### src/rtl/mux_nx1_stream_if.sv
// Handshake bundle between N producers, the N-to-1 stream mux and one consumer.
// The slave modport is the mux view; master is the surrounding producer/consumer side.
interface mux_nx1_stream_if #(
  parameter int W = 8,
  parameter int N = 8
) ();
  localparam int SELW = $clog2(N);

  logic [N-1:0]    in_valid;
  logic [N-1:0]    in_ready;
  logic [N*W-1:0]  in_data;
  logic            out_valid;
  logic            out_ready;
  logic [W-1:0]    out_data;
  logic [SELW-1:0] out_ch;

  modport slave (
    input  in_valid, in_data, out_ready,
    output in_ready, out_valid, out_data, out_ch
  );

  modport master (
    output in_valid, in_data, out_ready,
    input  in_ready, out_valid, out_data, out_ch
  );
endinterface

### src/rtl/mux_nx1_stream.sv
// N-to-1 streaming multiplexer: fixed-select or round-robin grant into a
// one-entry output register, valid/ready on both sides, one beat per cycle.
module mux_nx1_stream #(
  parameter  int W    = 8,
  parameter  int N    = 8,
  localparam int SELW = $clog2(N)
) (
  input  logic             clk,
  input  logic             rst_n,
  input  logic             mode,
  input  logic [SELW-1:0]  sel,
  mux_nx1_stream_if.slave  bus
);

  logic [SELW-1:0] ptr_r;
  logic            out_valid_r;
  logic [W-1:0]    out_data_r;
  logic [SELW-1:0] out_ch_r;

  logic            load_en_s;
  logic            grant_valid_s;
  logic [SELW-1:0] grant_s;
  logic [N-1:0]    in_ready_s;
  logic            xfer_s;
  logic [W-1:0]    chan_data_s [N];
  int              idx_s;

  assign load_en_s = !out_valid_r || bus.out_ready;

  // Split the flat input bus into per-channel words.
  always_comb begin
    for (int k = 0; k < N; k++) begin
      chan_data_s[k] = bus.in_data[k*W +: W];
    end
  end

  // Grant selection: explicit select or round-robin scan starting at ptr.
  always_comb begin
    grant_valid_s = 1'b0;
    grant_s       = {SELW{1'b0}};
    idx_s         = 0;
    if (mode == 1'b0) begin
      if (int'(sel) < N) begin
        grant_valid_s = 1'b1;
        grant_s       = sel;
      end else begin
        grant_valid_s = 1'b0;
      end
    end else begin
      // Descending loop so the channel nearest ptr is the last (winning) write.
      for (int i = N - 1; i >= 0; i--) begin
        idx_s = (int'(ptr_r) + i) % N;
        if (bus.in_valid[SELW'(idx_s)]) begin
          grant_valid_s = 1'b1;
          grant_s       = SELW'(idx_s);
        end else begin
          grant_valid_s = grant_valid_s;
        end
      end
    end
  end

  // Ready goes only to the granted channel, and never while in reset.
  always_comb begin
    in_ready_s = {N{1'b0}};
    if (rst_n && grant_valid_s) begin
      in_ready_s[grant_s] = load_en_s;
    end else begin
      in_ready_s = {N{1'b0}};
    end
  end

  assign xfer_s = grant_valid_s && bus.in_valid[grant_s] && in_ready_s[grant_s];

  // Output register and round-robin pointer.
  always_ff @(posedge clk) begin
    if (!rst_n) begin
      out_valid_r <= 1'b0;
      out_data_r  <= {W{1'b0}};
      out_ch_r    <= {SELW{1'b0}};
      ptr_r       <= {SELW{1'b0}};
    end else begin
      if (xfer_s) begin
        out_valid_r <= 1'b1;
        out_data_r  <= chan_data_s[grant_s];
        out_ch_r    <= grant_s;
      end else if (out_valid_r && bus.out_ready) begin
        out_valid_r <= 1'b0;
      end
      if (xfer_s && mode) begin
        ptr_r <= (int'(grant_s) == N - 1) ? {SELW{1'b0}} : grant_s + SELW'(1);
      end
    end
  end

  assign bus.in_ready  = in_ready_s;
  assign bus.out_valid = out_valid_r;
  assign bus.out_data  = out_data_r;
  assign bus.out_ch    = out_ch_r;

endmodule

### src/flat_wrapper.sv
// flat-port wrapper written by rule: the top's interface ports become plain ports
module mux_nx1_stream_flat 
#(
  parameter  int W    = 8,
  parameter  int N    = 8,
  localparam int SELW = $clog2(N)
)
  (clk, rst_n, mode, sel, bus_in_valid, bus_in_data, bus_out_ready, bus_in_ready, bus_out_valid, bus_out_data, bus_out_ch);
  mux_nx1_stream_if #(.W(W), .N(N)) bus_i ();
  input  logic clk;
  input  logic rst_n;
  input  logic mode;
  input  logic [SELW-1:0] sel;
  input wire logic [$bits(bus_i.in_valid)-1:0] bus_in_valid;
  input wire logic [$bits(bus_i.in_data)-1:0] bus_in_data;
  input wire logic [$bits(bus_i.out_ready)-1:0] bus_out_ready;
  output wire logic [$bits(bus_i.in_ready)-1:0] bus_in_ready;
  output wire logic [$bits(bus_i.out_valid)-1:0] bus_out_valid;
  output wire logic [$bits(bus_i.out_data)-1:0] bus_out_data;
  output wire logic [$bits(bus_i.out_ch)-1:0] bus_out_ch;
  assign bus_i.in_valid = bus_in_valid;
  assign bus_i.in_data = bus_in_data;
  assign bus_i.out_ready = bus_out_ready;
  assign bus_in_ready = bus_i.in_ready;
  assign bus_out_valid = bus_i.out_valid;
  assign bus_out_data = bus_i.out_data;
  assign bus_out_ch = bus_i.out_ch;
  mux_nx1_stream #(.W(W), .N(N)) u_core (.clk(clk), .rst_n(rst_n), .mode(mode), .sel(sel), .bus(bus_i));
endmodule
### config.mk
export PLATFORM = sky130hd
export DESIGN_NAME = mux_nx1_stream_flat
export DESIGN_NICKNAME = d
export VERILOG_FILES = /design/src/rtl/mux_nx1_stream_if.sv /design/src/rtl/mux_nx1_stream.sv /design/src/flat_wrapper.sv
export SDC_FILE = /design/constraint.sdc
export NUM_CORES = 1
export LEC_CHECK = 0
export BUFFER_PORTS_ARGS = -buffer_cell sky130_fd_sc_hd__buf_2
export CORE_ASPECT_RATIO = 1.4
export CORE_MARGIN = 2
export CORE_UTILIZATION = 38
export CTS_CLUSTER_DIAMETER = 150
export DETAILED_ROUTE_END_ITERATION = 10
export GPL_TIMING_DRIVEN = 0
export PLACE_DENSITY_LB_ADDON = 0.08
export SKIP_LAST_GASP = 1
export SLEW_MARGIN = 20
export SYNTH_ARGS = -nofsm -noshare
export SYNTH_HDL_FRONTEND = slang
export SYNTH_SLANG_ARGS = --single-unit
### constraint.sdc
create_clock -name clk -period 4.78 [get_ports clk]
set_input_delay 0.956 -clock clk [delete_from_list [all_inputs] [get_ports clk]]
set_output_delay 0.956 -clock clk [all_outputs]
set_load 0.05 [all_outputs]
==> impl_metrics.csv <==
group,metric,value,unit
logic_synthesis,synth_area_leader_cell,"mux4_2",
critical_path,end_kind,"output pin",
clock_tree,clkSinkCount,15,
die,dieArea,6980,µm²
sta,fmax,219,MHz
logic_synthesis,synth_edf_count,0,
clock_tree,clk_pin_slew,0.06,ns
drt,avgRoutedWirePerCell,17.7,µm
sta,tightest_slew,0.612,ns
critical_path,arrival,3.62,ns
clock_tree,hold_buffers,0,
logic_synthesis,ys_ff_latch,15,
critical_path,path_class,"in -> out",
sta,setup_viol,0,
clock_tree,cts_max_path_buffers,2,
drt,viasPerCell,5.72,
clock_tree,tritoncts,"done",
drt,routed_wl,8.45,mm
critical_path,timing.rr.start,"u_core.ptr_r[1]$_SDFFE_PN0P_",
worst_hold_path,hp-start,"u_core.bus.out_data[2]$_SDFFE_PN0P_",
sta,relSlewSlack,0.589,
sta,tns,0,ns
critical_path,critical_path.slowest_cell,"mux4_2",
logic_synthesis,syn-mean-instance-area,8.33,µm²
critical_path,reg2reg_to,"u_core.bus.out_data[4]$_SDFFE_PN0P_",
placement,gp_congestion,0.882,
critical_path,rr_worst_depth,18,
sta,hold_viol,0,
critical_path,worst-path-max-fanout,10,
critical_path,critPathLaunchType,"input pin",
grt,grt_usage,0.242,
sta,drv_slew,0,
grt,antenna_found_initial,0,
clock_tree,cts_inserted_buffers,3,
critical_path,reg2reg_setup_slack,0.69,ns
die,start_util,0.389,
drt,drc,0,
sta,rsz0062_at_grt,"no",
cells_and_area,finalCoreUtilization,0.539,
placement,hpwlAfterDp,6.58,mm
critical_path,cp_cell_sequence,"buf_2, clkbuf_2, mux4_2, mux2_4, a311oi_1, o211ai_1, buf_4, o21ai_2, buf_6, nand2_1, nor2_1, buf_4",
sta,fin_worst_skew,0.00151,ns
run,cap_violations,0,
critical_path,cpPeakStageDelay,0.55,ns
cells_and_area,fill_cells,597,
logic_synthesis,syn-instance-count,288,
grt,grt_pass1_vias,2747,
drt,drtPass1Iterations,4,
die,die-height,98.0,µm
logic_synthesis,yosysWarnings,0,
clock_tree,ctsRootBufferMaster,"clkbuf_8",
die,die_w,71.2,µm
power,peakVddDrop,0.389,mV
sta,period_share,0.956,
drt,vias,2734,
cells_and_area,antennaDiodeCount,0,
logic_synthesis,synth_ff_type,"dfxtp_1",
grt,grt_max_degree,20,
die,num_rows,34,
grt,grt_overflow,0,
cells_and_area,final_nets,488,
sta,period_minus_slack,4.57,ns
power,power_density,821,nW/µm²
clock_tree,htree_num_levels,1,
cells_and_area,final_common_cell,"buf_2",
status,status,"complete, no violations",
die,ios,99,
grt,grt_pass1_wl,13.6,mm
logic_synthesis,synth.top_cell.area_share,0.141,
clock_tree,clock_latency,0.25,ns
cells_and_area,area_delta_synth_final,38.5,%
placement,portBuffers,97,
critical_path,cp.required,3.82,ns
logic_synthesis,synth.distinct_cells,61,
logic_synthesis,synth_fp_nets,369,
drt,ant_nets,0,
logic_synthesis,netlist_top_cells_area,"mux4_2 (14%), mux2i_1 (14%), dfxtp_1 (13%), inv_1 (3.8%), o221ai_1 (3.6%)",
critical_path,crit_top_cell,"buf_4",
worst_hold_path,hold_path_class,"reg -> reg",
logic_synthesis,async_flop_share,0,
logic_synthesis,yosysSeqAreaShare,0.125,
die,coreArea,6170,µm²
power,power_leakage,1.50,nW
logic_synthesis,synth_area,2400,µm²
drt,drt_iter0_drc,180,
worst_hold_path,holdPathStages,2,
worst_hold_path,hold_path_end,"u_core.bus.out_data[2]$_SDFFE_PN0P_",
cells_and_area,final_cell_mix,"buf_2 (92), mux2i_1 (32), buf_4 (23), inv_1 (22), nor2_1 (16)",
cells_and_area,drive_gt1_frac,0.456,
-- metal layers --
layer	vias to the layer above	routed length, µm	global-route usage
li1	1356	-	-
met1	1272	3260	0.276
met2	97	4680	0.466
met4	0	121	0.0639
met3	9	397	0.0217
met5	-	0	0
-- final cells by class --
class / count / area [µm²] / share of cell area
multi-input combinational: 227 / 1960 / 0.590
timing repair buffer: 116 / 663 / 0.199
sequential: 15 / 300 / 0.0903
buffer: 20 / 166 / 0.0501
inverter: 24 / 97.6 / 0.0294
tap: 72 / 90.1 / 0.0271
clock buffer: 4 / 45.0 / 0.0135
-- stage by stage --
stage / std cells / total power, mW / setup slack, ns / area (µm²) / hold slack [ns]
after global placement: 457 / 2.33 / -0.610 / 2990 / 0.454
after CTS: 464 / 2.56 / -0.000644 / 3140 / 0.465
final: 478 / 2.73 / 0.208 / 3320 / 0.463
after global routing: 478 / 2.93 / 0.0181 / 3320 / 0.488
after detailed placement: 457 / 2.34 / -0.661 / 2990 / 0.456
after floorplan: 288 / 1.86 / -0.162 / 2410 / 0.691
-- worst max path at each step --
stage | startpoint | endpoint | slack [ns] | cells past startpoint
finish | bus_in_valid[4] | bus_in_ready[3] | 0.21 | 12
global route | bus_in_valid[4] | bus_in_ready[3] | 0.02 | 12
CTS | u_core.ptr_r[1]$_SDFFE_PN0P_ | bus_in_ready[6] | -0.0006 | 16
detailed placement | u_core.ptr_r[1]$_SDFFE_PN0P_ | bus_in_ready[6] | -0.66 | 16
global placement | u_core.ptr_r[1]$_SDFFE_PN0P_ | bus_in_ready[5] | -0.61 | 15
floorplan | u_core.ptr_r[1]$_SDFFE_PN0P_ | bus_in_ready[2] | -0.16 | 15
-- state kept, by name, summed over array words and instances, names as in the netlist --
| register | cells |
|---|---|
| u_core.ptr_r | 3 |
| u_core.bus.out_data | 8 |
| u_core.bus.out_ch | 3 |
| u_core.bus.out_valid | 1 |
-- synthesized netlist by cell type, types with 3 or more instances --
cell      number
inv_1         24
a22oi_1        3
a31oi_1        5
mux2i_1       33
nor2_1        22
o22ai_1        7
buf_4          4
o21a_1         6
or3_1          8
o221ai_1      10
clkbuf_1       7
mux4_2        15
buf_6          3
dfxtp_1       15
buf_2          7
a21oi_1       13
nor2b_1        6
o21ai_0        3
o211ai_1       8
mux2_2         6
nor3_1         8
and2_1         3
nand3_1        8
o311a_1        7
nand2_1       11
-- power breakdown --
part	internal (mW)	switching, mW	total (mW)	leakage (nW)
combinational	1.05	1.38	2.43	1.36
sequential	0.174	0.0206	0.195	0.123
clock	0.0591	0.0457	0.105	0.0228
-- critical path: cells and delay by family --
kind / cells / cell delay (ns)
buffers and inverters: 5 / 0.90
muxes: 2 / 0.86
AOI/OAI and AO/OA: 3 / 0.62
and+or+nand+nor: 2 / 0.28
-- what timing repair did --
item                                    in CTS  in global routing
resized for setup                           25                 25
endpoints found under the setup margin       8                  8
pin swaps                                    6                  9
buffers inserted                             4                 15
-- logic make-up after synthesis --
group | share of synthesized area
buffers and inverters | 0.0912
flip-flops | 0.125
XOR/XNOR | 0.0146
adder cells (fa/ha/maj) | 0.0104
AND/OR/NAND/NOR | 0.166
AO/OA/AOI/OAI | 0.279
multiplexers | 0.313
(Power assumes the default switching activity.)
